`src/rtl/shader_program_loader.sv`:
```
// Shader program loader: collects a NUM_INSTR-long instruction stream into a
// shadow buffer and streams it into shader memory only on a frame boundary,
// so a reprogram never tears mid-frame.
// Optional build macro SHADER_LOADER_CHECKSUM_EN: FILL expects one extra XOR
// checksum byte after the instructions and adds the sticky checksum_err_o port.
module shader_program_loader #(
  parameter int unsigned NUM_INSTR = 16,
  parameter int unsigned INSTR_W   = 8
) (
  input  logic               clk_i,
  input  logic               rst_i,
  input  logic               start_i,
  input  logic [INSTR_W-1:0] byte_i,
  input  logic               byte_valid_i,
  output logic               byte_ready_o,
  input  logic               frame_start_i,
  output logic [INSTR_W-1:0] memory_instr_o,
  output logic               memory_shift_o,
  output logic               memory_load_o,
  output logic               pending_o,
  output logic               busy_o,
  output logic               commit_done_o,
  output logic               overflow_o
`ifdef SHADER_LOADER_CHECKSUM_EN
  ,
  output logic               checksum_err_o
`endif
);

  localparam int unsigned     PtrW    = (NUM_INSTR > 1) ? $clog2(NUM_INSTR) : 1;
  localparam logic [PtrW-1:0] LastIdx = PtrW'(NUM_INSTR - 1);

  typedef enum logic [1:0] {StIdle, StFill, StPending, StCommit} state_e;

  state_e             state_q, state_d;
  logic [PtrW-1:0]    wr_ptr_q, wr_ptr_d;
  logic [PtrW-1:0]    rd_ptr_q, rd_ptr_d;
  logic [INSTR_W-1:0] mem_q [NUM_INSTR];
  logic               accept;
  logic               mem_we;
  logic               load_q, load_d;
  logic [INSTR_W-1:0] instr_q, instr_d;
  logic               done_q, done_d;
  logic               ovf_q, ovf_d;

`ifdef SHADER_LOADER_CHECKSUM_EN
  // chk_phase_q: all instructions stored, next accepted byte is the checksum
  logic               chk_phase_q, chk_phase_d;
  logic [INSTR_W-1:0] xor_q, xor_d;
  logic               chk_err_q, chk_err_d;
`endif

  // State register and registered outputs
  always_ff @(posedge clk_i or posedge rst_i) begin
    if (rst_i) begin
      state_q  <= StIdle;
      wr_ptr_q <= '0;
      rd_ptr_q <= '0;
      load_q   <= 1'b0;
      instr_q  <= '0;
      done_q   <= 1'b0;
      ovf_q    <= 1'b0;
`ifdef SHADER_LOADER_CHECKSUM_EN
      chk_phase_q <= 1'b0;
      xor_q       <= '0;
      chk_err_q   <= 1'b0;
`endif
    end else begin
      state_q  <= state_d;
      wr_ptr_q <= wr_ptr_d;
      rd_ptr_q <= rd_ptr_d;
      load_q   <= load_d;
      instr_q  <= instr_d;
      done_q   <= done_d;
      ovf_q    <= ovf_d;
`ifdef SHADER_LOADER_CHECKSUM_EN
      chk_phase_q <= chk_phase_d;
      xor_q       <= xor_d;
      chk_err_q   <= chk_err_d;
`endif
    end
  end

  // Shadow buffer write; contents are don't-care after reset
  always_ff @(posedge clk_i) begin
    if (mem_we) begin
      mem_q[wr_ptr_q] <= byte_i;
    end
  end

  // Next-state logic and pointer updates
  always_comb begin
    state_d  = state_q;
    wr_ptr_d = wr_ptr_q;
    rd_ptr_d = rd_ptr_q;
    accept   = byte_valid_i && byte_ready_o;
    mem_we   = accept;
`ifdef SHADER_LOADER_CHECKSUM_EN
    chk_phase_d = chk_phase_q;
    xor_d       = xor_q;
    chk_err_d   = start_i ? 1'b0 : chk_err_q;
    mem_we      = accept && !chk_phase_q;
`endif
    unique case (state_q)
      StIdle: begin
        if (start_i) begin
          state_d  = StFill;
          wr_ptr_d = '0;
`ifdef SHADER_LOADER_CHECKSUM_EN
          chk_phase_d = 1'b0;
          xor_d       = '0;
`endif
        end
      end
      StFill: begin
        if (start_i) begin
          wr_ptr_d = '0;
`ifdef SHADER_LOADER_CHECKSUM_EN
          chk_phase_d = 1'b0;
          xor_d       = '0;
`endif
        end else if (accept) begin
`ifdef SHADER_LOADER_CHECKSUM_EN
          if (chk_phase_q) begin
            chk_phase_d = 1'b0;
            if (byte_i == xor_q) begin
              state_d = StPending;
            end else begin
              state_d   = StIdle;
              chk_err_d = 1'b1;
            end
          end else begin
            xor_d = xor_q ^ byte_i;
            if (wr_ptr_q == LastIdx) begin
              chk_phase_d = 1'b1;
            end else begin
              wr_ptr_d = wr_ptr_q + 1'b1;
            end
          end
`else
          if (wr_ptr_q == LastIdx) begin
            state_d = StPending;
          end else begin
            wr_ptr_d = wr_ptr_q + 1'b1;
          end
`endif
        end
      end
      StPending: begin
        // A restart takes priority over a frame boundary
        if (start_i) begin
          state_d  = StFill;
          wr_ptr_d = '0;
`ifdef SHADER_LOADER_CHECKSUM_EN
          chk_phase_d = 1'b0;
          xor_d       = '0;
`endif
        end else if (frame_start_i) begin
          state_d  = StCommit;
          rd_ptr_d = '0;
        end
      end
      StCommit: begin
        if (rd_ptr_q == LastIdx) begin
          state_d = StIdle;
        end else begin
          rd_ptr_d = rd_ptr_q + 1'b1;
        end
      end
      default: state_d = StIdle;
    endcase
  end

  // Output decode: ready handshake and next values of registered strobes
  always_comb begin
    byte_ready_o = (state_q == StFill) && !start_i;
    load_d       = (state_d == StCommit);
    instr_d      = load_d ? mem_q[rd_ptr_d] : '0;
    done_d       = (state_q == StCommit) && (state_d == StIdle);
    ovf_d        = start_i ? 1'b0 : ovf_q;
    if (byte_valid_i && !byte_ready_o) begin
      ovf_d = 1'b1;
    end
  end

  assign memory_load_o  = load_q;
  assign memory_shift_o = load_q;
  assign memory_instr_o = instr_q;
  assign commit_done_o  = done_q;
  assign overflow_o     = ovf_q;
  assign pending_o      = (state_q == StPending);
  assign busy_o         = (state_q != StIdle);
`ifdef SHADER_LOADER_CHECKSUM_EN
  assign checksum_err_o = chk_err_q;
`endif

endmodule

```
`config.mk`:
```
export PLATFORM = sky130hd
export DESIGN_NAME = shader_program_loader
export DESIGN_NICKNAME = d
export VERILOG_FILES = /design/src/rtl/shader_program_loader.sv
export SDC_FILE = /design/constraint.sdc
export NUM_CORES = 1
export LEC_CHECK = 0
export CAP_MARGIN = 20
export CORE_UTILIZATION = 59
export DETAILED_ROUTE_END_ITERATION = 6
export PLACE_DENSITY = 0.83
export SLEW_MARGIN = 20
export SYNTH_ARGS = -nofsm -noshare
export SYNTH_HDL_FRONTEND = slang
export SYNTH_SLANG_ARGS = --single-unit
```
`constraint.sdc`:
```
create_clock -name clk_i -period 6.18 [get_ports clk_i]
set_clock_uncertainty 0.15 [all_clocks]
set_input_delay 1.236 -clock clk_i [delete_from_list [all_inputs] [get_ports clk_i]]
set_output_delay 1.236 -clock clk_i [all_outputs]
set_load 0.02 [all_outputs]
```
**After elaboration in Yosys (flattened, before gate mapping)**

Memories as Yosys holds them, arrays and structs flattened.
Cells that the tools add are included.

- Register bits after elaboration: 21
- Memory bits (writable): 128
- Bits of input ports: 13
- Output and inout bits: 15
- Memories kept: 1

- Add/sub/neg operators: 2
- Equal/unequal tests: 9
- Mux-type cells: 22
- Reduce and logical (&&, ||, !) cells: 13

Memory list:

| name | words | bits a word | rd ports | clocked after memory_dff | write ports | line | text |
|---|---|---|---|---|---|---|---|
| mem_q | 16 | 8 | 1 | 0 | 1 | 38 | `logic [INSTR_W-1:0] mem_q [NUM_INSTR];` |

Operators by type and width:

| kind | number |
|---|---|
| $mux 4 | 7 |
| $pmux 4 s2 | 2 |
| $mux 2 | 7 |
| $add 4x1->4 const B | 2 |
| $eq 4x4->1 const B | 2 |
| $mux 8 | 1 |
| $pmux 2 s4 | 1 |
| $eq 2x2->1 const B | 3 |
| $ne 3x3->1 const B | 2 |
| $reduce_bool 2->1 | 3 |
| $logic_and 1x1->1 | 4 |
| $logic_not 2->1 | 2 |
| $mux 1 | 4 |
| $reduce_and 4->1 | 1 |
| $eq 2x1->1 const B | 1 |
| $logic_not 1->1 | 2 |
| $ne 2x1->1 const B | 1 |
| $reduce_or 2->1 | 1 |

**Depth between registers and ports, before layout**

Gate-level depths: netlist of run 1.

- Depth after elaboration: 8
- Mapped depth: 10
- Gate-level depth less buffers: 8

**Worst setup path before layout of run 1**

No wires, ideal clock.

- Kind: input -> register
- Start point: in start_i
- End point: mem mem_q[0][0] (enable)
- Setup time: 383 ps
- Arrival time: 2710 ps
- Data required time: 5647 ps
- Slack: 2936 ps
- Stages: 5
- Buffers on the path: 1
- Path through: buf_2 -> nor2b_1 -> and2_1 -> nand2_1 -> nor3_1

- Cells in the longest elaborated chain, start to end: 5

Ends and longest elaborated chain:

| item | line | text |
|---|---|---|
| from (decl) | 12 | `input logic start_i,` |
| $logic_not 1->1 | 176 | `byte_ready_o = (state_q == StFill) && !start_i;` |
| $logic_and 1x1->1 | 176 |  |
| via byte_ready_o | 15 | `output logic byte_ready_o,` |
| $logic_and 1x1->1 | 96 | `accept = byte_valid_i && byte_ready_o;` |
| $mux 1 | 86 | `if (mem_we) begin` |
| $mux 1 (implied by the code) | 87 | `mem_q[wr_ptr_q] <= byte_i;` |
| to (decl) | 38 |  |

The timed path passes the listed nets, and every way through them passes these cells.

**Final worst setup path of run 1**

- Start point: in start_i
- End point: reg instr_q[0], in the netlist memory_instr_o[0]

- Cells in the longest elaborated chain, start to end: 8
- Elaborated cells on any way between the ends: 13
- Classes of those cells: 1 x eq/ne; 8 x mux; 3 x reduce/logical; 1 x memory

Ends and longest elaborated chain:

| item | line | text |
|---|---|---|
| parallel branches: the longest is 7 deep, another holds $mem_v2 16x8 | - |  |
| $mux 8 * | 178 | `instr_d = load_d ? mem_q[rd_ptr_d] : '0;` |
| via instr_d[0] | 42 | `logic [INSTR_W-1:0] instr_q, instr_d;` |
| to (signal assigned) | 73 | `instr_q <= instr_d;` |
| to (decl) | 42 |  |

Mark *: on every way through the listed nets, which the timed path passes.
A chain may end at the register's enable or synchronous reset.

==> results.sh, run 1 <==
export IMPL_outcome="completed"
export IMPL_clockBufferDepth=2
export IMPL_swShare_pct=35.1
export IMPL_io_buffers=27
export IMPL_root_buffer="clkbuf_16"
export IMPL_final_cells=639
export IMPL_endpoint_kind="register"
export IMPL_slowest_stage="and3_1"
export IMPL_cts_hold_buf=0
export IMPL_pin_count=28
export IMPL_final_cell_mix="edfxtp_1, mux2i_1, o221ai_1, o22ai_1, clkdlybuf4s50_1"
export IMPL_relSlewSlack_pct=33.9
export IMPL_crit_chain="clkdlybuf4s50_1 -> nand4bb_1 -> o211ai_4 -> buf_16 -> and3_1 -> a21oi_1 -> and3_1 -> a211o_1"
export IMPL_finalWeightedCongestion=0.884
export IMPL_fp_dieW_microns=109
export IMPL_min_path_type="register to register"
export IMPL_path_clk_slew_ps=60
export IMPL_rsz0062_at_grt="no"
export IMPL_first_iter_violations=573
export IMPL_max_freq_mhz=244
export IMPL_start_util_pct=61.3
export IMPL_fin_nets=504
export IMPL_p_clk_share_pct=29.7
export IMPL_clk_latency_ps=430
export IMPL_routed_via_density=7.11
export IMPL_vias=4541
export IMPL_clock_sinks=149
export IMPL_arrival_ps=4250
export IMPL_synthArstFlopShare_pct=14.1
export IMPL_cts_resized=0
export IMPL_overflow=0
export IMPL_synth_yosys_seq_area_share_pct=64.9
export IMPL_seqPwrFrac_pct=34.1
export IMPL_setup_tns_ps=0
export IMPL_max_vdd_ir_drop_mv=0.386
export IMPL_area_delta_synth_final_pct=13.4
export IMPL_core_area_sq_um=11000
export IMPL_grt_max_degree=47
export IMPL_drv_slew=0
export IMPL_wl_per_cell_microns=25.5
export IMPL_power_leakage_uw=0.00275
export IMPL_wl_microns=16300
export IMPL_synth_avg_cell_area_sq_um=14.5
export IMPL_worst_slew_pin_slew_ps=990
export IMPL_holdPathStages=2
export IMPL_dp_hpwl_microns=10000
export IMPL_power_frac_comb_pct=36.3
export IMPL_layout_commonest_cell="edfxtp_1"
export IMPL_track_usage_pct=29.6
export IMPL_dieArea_sq_um=11800
export IMPL_cpMostUsedCell="and3_1"
export IMPL_ys_ff_latch=149
export IMPL_hold_viol_final=0
export IMPL_seqCellArea_sq_um=4370
export IMPL_yosysWarnings=0
export IMPL_crit_fanout=29
export IMPL_synthDistinctLibCells=60
export IMPL_synth_edff_count=128
export IMPL_cts_htree_levels=4
export IMPL_antenna_found_initial=0
export IMPL_fin_crit_ps=4090
export IMPL_syn_nets=482
export IMPL_post_cts_buffers=0
export IMPL_route_detailed_drc=0
export IMPL_finalSetupViolations=0
export IMPL_cts_tree="built"
export IMPL_critical_path_max_stage_delay_ps=750
export IMPL_powerDensity_nw_per_um2=473
export IMPL_fillCellCount=738
export IMPL_dp_cells=606
export IMPL_ant_nets=0
export IMPL_cap_violations=0
export IMPL_syn_inst=464
export IMPL_grt_pass1_vias=4355
export IMPL_required_ps=6340
export IMPL_worstSetupStartpointType="primary input"
export IMPL_die_h_microns=109
export IMPL_dp_slack_ps=1700
export IMPL_grt_pass1_wl_microns=24400
export IMPL_rows=38
export IMPL_reg2reg_depth=8
export IMPL_diodes=0
export IMPL_drive_above_1_share_pct=11.4
export IMPL_ys_flop_type="edfxtp_1"
export IMPL_firstDrtPassIters=6
export IMPL_critical_path_class="primary input to register"
export IMPL_fin_crit_sh_pct=66.2
export IMPL_multi_input_area_sq_um=2090
export IMPL_cts_made_buffers=17
export IMPL_syn_area_sq_um=6730
export IMPL_timing_final_ws_setup_ps=2090
export IMPL_p_int_uw=2350
export IMPL_switchingPower_uw=1270
state kept, by name, summed over array words and instances (netlist names):
register        count
wr_ptr_q            4
mem_q             128
rd_ptr_q            4
memory_load_o       1
memory_instr_o      8
commit_done_o       1
overflow_o          1
state_q             2
cell usage after synthesis, types with 5 or more instances:
cell type,instances,area [sq um]
o22ai_2,6,75.1
a21oi_1,13,65.1
a221o_1,13,130
dfrtp_1,21,526
buf_4,6,45.0
buf_6,7,78.8
nand4_1,5,31.3
o221ai_1,35,307
buf_2,7,35.0
inv_1,10,37.5
nor2_1,18,67.6
a211o_1,6,52.6
mux2i_1,40,400
nand3_1,7,35.0
nand2_1,15,56.3
o21ai_0,13,65.1
and3_1,9,56.3
ha_1,5,62.6
o211ai_1,5,37.5
o22ai_1,30,188
edfxtp_1,128,3840
clkbuf_1,7,26.3
metal layers:
layer / part of all wire (%) / track usage [%] / routed length (microns) / vias up
met1: 38 / 37.5 / 6120 / 2220
li1: - / - / - / 1940
met5: 0 / 0 / 0 / -
met4: 4.4 / 16.2 / 718 / 0
met2: 48 / 45.3 / 7770 / 315
met3: 10 / 9.68 / 1690 / 66
worst max-delay path: cells and delay by family:
kind	cells	cell delay (ps)
buffers and inverters	2	800
and+or+nand+nor	3	1370
AOI/OAI and AO/OA	3	810
power by group through the flow:
stage               sequential [uW]  clock [uW]  combinational, uW
global route                   1240        1120               1390
CTS                            1230        1080               1260
global placement               1240           0               1200
finish                         1230        1070               1310
floorplan                      1250           0                952
detailed placement             1240           0               1240
metrics by stage:
stage | total power, uW | instance area [sq um] | util (%) | hold WS [ps]
final | 3610 | 7630 | 69.5 | 381
after global routing | 3750 | 7630 | 69.5 | 421
after CTS | 3570 | 7610 | 69.3 | 386
after detailed placement | 2490 | 6990 | 63.7 | 376
after global placement | 2440 | 6990 | 63.7 | 370
after floorplan | 2200 | 6730 | - | 418
cell type report:
cell class / instances / area share [%]
sequential: 149 / 57.2
multi-input combinational: 272 / 27.4
clock buffer: 18 / 5.62
timing repair buffer: 33 / 4.39
clock inverter: 14 / 2.43
tap: 140 / 2.29
inverter: 13 / 0.639
worst paths after layout:
kind	startpoint	endpoint	slack [ps]
max	start_i	memory_instr_o[0]	2090
min	overflow_o	overflow_o	380
max reg2reg	rd_ptr_q[0]	memory_instr_o[0]	2260
min reg2reg	overflow_o	overflow_o	380
max in group asynchronous	rst_i	overflow_o	4130
min in group asynchronous	rst_i	rd_ptr_q[0]	1170
logic make-up after synthesis:
family	after synthesis	share of synthesized area, %
AOI/OAI and AO/OA	142	16.7
xor gates and xnor gates	3	0.390
adders and majority gates	5	0.929
buffers and inverters	43	4.03
DFF	149	64.9
muxes	44	6.62
and+or+nand+nor	78	6.38
No activity file was read; power rests on OpenSTA's default activity.
==> run 2: changes to the inputs <==
Clock period 6.18 ns to 4.22 ns, I/O delays scaled along.
==> results.sh, run 2 (synthesized netlist as in run 1, its figures left out) <==
export IMPL_outcome="completed"
export IMPL_area_delta_synth_final_pct=13.8
export IMPL_finalWeightedCongestion=0.856
export IMPL_path_clk_slew_ps=60
export IMPL_cap_violations=0
export IMPL_cts_resized=0
export IMPL_start_util_pct=61.3
export IMPL_hold_ws_ps=378
export IMPL_clockBufferDepth=2
export IMPL_worstSetupStartpointType="register"
export IMPL_overflow=0
export IMPL_rsz0062_at_grt="no"
export IMPL_relSlewSlack_pct=30.9
export IMPL_finalSetupViolations=0
export IMPL_clock_sinks=149
export IMPL_rows=38
export IMPL_wl_microns=15700
export IMPL_hold_viol_final=0
export IMPL_cts_htree_levels=4
export IMPL_max_freq_mhz=300
export IMPL_clk_latency_ps=420
export IMPL_required_ps=4350
export IMPL_powerDensity_nw_per_um2=664
export IMPL_dp_hpwl_microns=10200
export IMPL_diodes=0
export IMPL_fin_crit_ps=3330
export IMPL_fp_dieW_microns=109
export IMPL_cts_made_buffers=17
export IMPL_power_leakage_uw=0.00278
export IMPL_track_usage_pct=29.0
export IMPL_largest_register_ffs=128
export IMPL_grt_pass1_vias=4422
export IMPL_arrival_ps=3460
export IMPL_holdPathStages=2
export IMPL_grt_max_degree=39
export IMPL_firstDrtPassIters=5
export IMPL_regMostFlops="mem_q"
export IMPL_io_buffers=27
export IMPL_final_area_sq_um=7660
export IMPL_vias=4525
export IMPL_cts_hold_buf=0
export IMPL_setup_tns_ps=0
export IMPL_worst_slew_pin_slew_ps=1030
export IMPL_reg2reg_depth=8
export IMPL_cts_tree="built"
export IMPL_fin_crit_sh_pct=78.9
export IMPL_min_path_type="register to register"
export IMPL_die_h_microns=109
export IMPL_wl_per_cell_microns=24.1
export IMPL_core_area_sq_um=11000
export IMPL_drv_slew=0
export IMPL_placed_area_sq_um=7100
export IMPL_ant_nets=0
export IMPL_crit_fanout=38
export IMPL_routed_via_density=6.94
export IMPL_critical_path_class="register to register"
export IMPL_final_cell_mix="edfxtp_1, mux2i_1, o221ai_1, o22ai_1, clkdlybuf4s50_1"
export IMPL_dieArea_sq_um=11800
export IMPL_endpoint_kind="register"
export IMPL_grt_pass1_wl_microns=24200
export IMPL_post_cts_buffers=0
export IMPL_route_detailed_drc=0
export IMPL_root_buffer="clkbuf_16"
export IMPL_max_vdd_ir_drop_mv=0.498
export IMPL_drive_above_1_share_pct=13.1
export IMPL_fin_nets=517
export IMPL_layout_commonest_cell="edfxtp_1"
export IMPL_pin_count=28
export IMPL_antenna_found_initial=0
export IMPL_first_iter_violations=725
-- run 2: cell count changes in the layout (fill, tap and decap cells not counted), sizes merged --
cell / change
bufinv: -2
buf: +13
clkinvlp: +1
clkbuf: +5
clkinv: -4
-- run 2: layout make-up --
| class | instances | area [sq um] |
|---|---|---|
| inverter | 13 | 48.8 |
| sequential | 149 | 4370 |
| fill | 728 | 3320 |
| tap | 140 | 175 |
| clock buffer | 23 | 458 |
| timing repair buffer | 46 | 413 |
| multi-input combinational | 272 | 2090 |
| clock inverter | 9 | 106 |
-- run 2: metal layers --
metal / GRT usage [%] / up-vias / part of all wire [%]
met4: 14.5 / 0 / 3.4
met3: 7.59 / 51 / 8.6
met2: 47.0 / 281 / 48
li1: - / 1970 / -
met5: 0 / - / 0
met1: 36.2 / 2223 / 40
-- run 2: path summary, 6_finish.rpt --
kind	start	to	slack, ps
max in group asynchronous	rst_i	wr_ptr_q[3]	2580
hold / removal	overflow_o	overflow_o	380
setup / recovery	rd_ptr_q[0]	memory_instr_o[5]	890
setup reg to reg	rd_ptr_q[0]	memory_instr_o[5]	890
hold reg to reg	overflow_o	overflow_o	380
min in group asynchronous	rst_i	memory_load_o	770
-- run 2: worst max-delay path, cell delays in order, from the launching register on --
cell and delay (ps):
dfrtp_1 350, buf_4 360, clkinv_1 670, a211oi_2 550
nor2_4 130, inv_2 270, mux2_1 360, o211ai_1 210
nand4_1 120
-- run 2: per-stage QoR --
step	setup slack, ps	total power [uW]	instances	util (%)
after floorplan	1370	3230	464	-
after global placement	753	3580	620	64.6
after detailed placement	685	3640	620	64.6
after CTS	914	5070	652	69.8
after global routing	772	5300	652	69.8
final	889	5090	652	69.8
-- run 2: report_power, final --
| group | internal [uW] | switching, uW |
|---|---|---|
| registers | 1700 | 93.2 |
| logic | 746 | 1110 |
| clock network | 882 | 548 |
==> run 3: changes to the inputs <==
Settings changed: CORE_UTILIZATION 59 to 55, PLACE_DENSITY 0.83 to 0.81.
Clock period 4.22 ns to 3 ns, I/O delays scaled along.
==> results.sh, run 3 (synthesized netlist as in run 1, its figures left out) <==
export IMPL_crit_chain="clkdlybuf4s50_1 -> buf_4 -> buf_4 -> nor2b_1 -> clkdlybuf4s50_1"
export IMPL_root_buffer="clkbuf_16"
export IMPL_overflow=0
export IMPL_track_usage_pct=26.8
export IMPL_die_h_microns=113
export IMPL_vias=4550
export IMPL_outcome="completed"
export IMPL_powerDensity_nw_per_um2=933
export IMPL_min_path_type="register to register"
export IMPL_total_power_uw=7260
export IMPL_min_delay_start="overflow_o"
export IMPL_layout_commonest_cell="edfxtp_1"
export IMPL_power_leakage_uw=0.00287
export IMPL_setup_tns_ps=0
export IMPL_max_freq_mhz=346
export IMPL_grt_pass1_vias=4590
export IMPL_regMostFlops="mem_q"
export IMPL_placed_area_sq_um=7260
export IMPL_start_util_pct=56.3
export IMPL_ant_nets=0
export IMPL_rsz0062_at_grt="no"
export IMPL_crit_fanout=7
export IMPL_fin_crit_ps=2890
export IMPL_timing_rr_start="rd_ptr_q[0]"
export IMPL_endpoint_kind="output pin"
export IMPL_relSlewSlack_pct=42.0
export IMPL_final_cell_mix="edfxtp_1, mux2i_1, o221ai_1, o22ai_1, buf_4"
export IMPL_rows=40
export IMPL_grt_max_degree=39
export IMPL_io_buffers=27
export IMPL_core_area_sq_um=12000
export IMPL_critical_path_max_stage_delay_ps=630
export IMPL_firstDrtPassIters=5
export IMPL_first_iter_violations=479
export IMPL_antenna_found_initial=0
export IMPL_required_ps=2250
export IMPL_cp_startpoint="start_i"
export IMPL_hold_viol_final=0
export IMPL_cap_violations=0
export IMPL_path_clk_slew_ps=60
export IMPL_drive_above_1_share_pct=15.6
export IMPL_dieArea_sq_um=12700
export IMPL_wl_microns=15700
export IMPL_worstSetupStartpointType="primary input"
export IMPL_grt_pass1_wl_microns=24900
export IMPL_route_detailed_drc=0
export IMPL_dp_hpwl_microns=10500
export IMPL_diodes=0
export IMPL_routed_via_density=6.76
export IMPL_wl_per_cell_microns=23.3
export IMPL_clockBufferDepth=2
export IMPL_fp_dieW_microns=113
export IMPL_cts_made_buffers=17
export IMPL_cp_top_family="buffers and inverters"
export IMPL_largest_register_ffs=128
export IMPL_clk_latency_ps=420
export IMPL_final_core_util_pct=65.1
export IMPL_max_vdd_ir_drop_mv=0.522
export IMPL_clock_sinks=149
export IMPL_drv_slew=0
export IMPL_fin_crit_sh_pct=96.3
export IMPL_pin_count=28
export IMPL_worst_path_buf_inv=4
export IMPL_arrival_ps=2140
export IMPL_fin_nets=531
export IMPL_finalWeightedCongestion=0.905
export IMPL_cts_htree_levels=4
export IMPL_area_delta_synth_final_pct=15.7
export IMPL_dp_slack_ps=-61.1
export IMPL_cts_hold_buf=0
export IMPL_worst_slew_pin_slew_ps=869
export IMPL_critical_path_class="primary input to output pin"
export IMPL_cts_tree="built"
export IMPL_slowest_stage="clkdlybuf4s50_1"
export IMPL_timing_final_ws_setup_ps=111
export IMPL_final_area_sq_um=7780
export IMPL_finalSetupViolations=0
-- run 3: cell types whose count changed in the layout (fill, tap and decap cells not counted), moves of 2 or more --
cell,delta
buf_4,+10
clkinv_2,+5
buf_12,+4
clkbuf_1,-4
clkinv_1,+4
clkinv_4,-2
clkinvlp_4,-2
-- run 3: timing repair --
item | CTS | global route
endpoints found under the setup margin | 0 | 3
endpoints found under the hold margin | 0 | 0
buffers inserted | 0 | 0
gates resized for setup | 0 | 1
-- run 3: metrics by stage --
stage	hold slack, ps	std cells
2_1_floorplan	418	464
3_3_place_gp	366	641
3_5_place_dp	388	641
4_1_cts	398	673
5_1_grt	447	673
6_report	387	673
-- run 3: layer usage --
metal | vias to the layer above | track usage (%) | part of all wire [%]
met1 | 2278 | 33.4 | 40
li1 | 2001 | - | -
met2 | 225 | 44.2 | 50
met3 | 46 | 6.43 | 6.5
met4 | 0 | 13.0 | 3.7
met5 | - | 0 | 0
-- run 3: path summary, 6_finish.rpt --
check / end / slack [ps] / cells after the start
max: byte_ready_o / 110 / 5
min: overflow_o / 390 / 2
max reg2reg: memory_instr_o[3] / 200 / 10
min reg2reg: overflow_o / 390 / 2
max in group asynchronous: wr_ptr_q[3] / 1640 / 2
min in group asynchronous: memory_load_o / 520 / 2
-- run 3: final cells by class --
| class | instances | area, sq um |
|---|---|---|
| well taps | 147 | 184 |
| inverters | 13 | 48.8 |
| flip-flops and latches | 149 | 4370 |
| multi-input cells | 272 | 2090 |
| repair buffers | 60 | 568 |
| fillers | 806 | 4180 |
| clock inverters | 14 | 92.6 |
| clock buffers | 18 | 429 |
-- run 3: tightest hold or removal path, delay by kind of cell, from the launching register on --
family / cells / cell delay (ps)
buf+inv: 1 / 60
flops: 1 / 380
compound gates: 1 / 60
-- run 3: report_power, final --
part,switching (uW),internal [uW]
clock,784,1110
sequential,133,2400
combinational,1650,1190
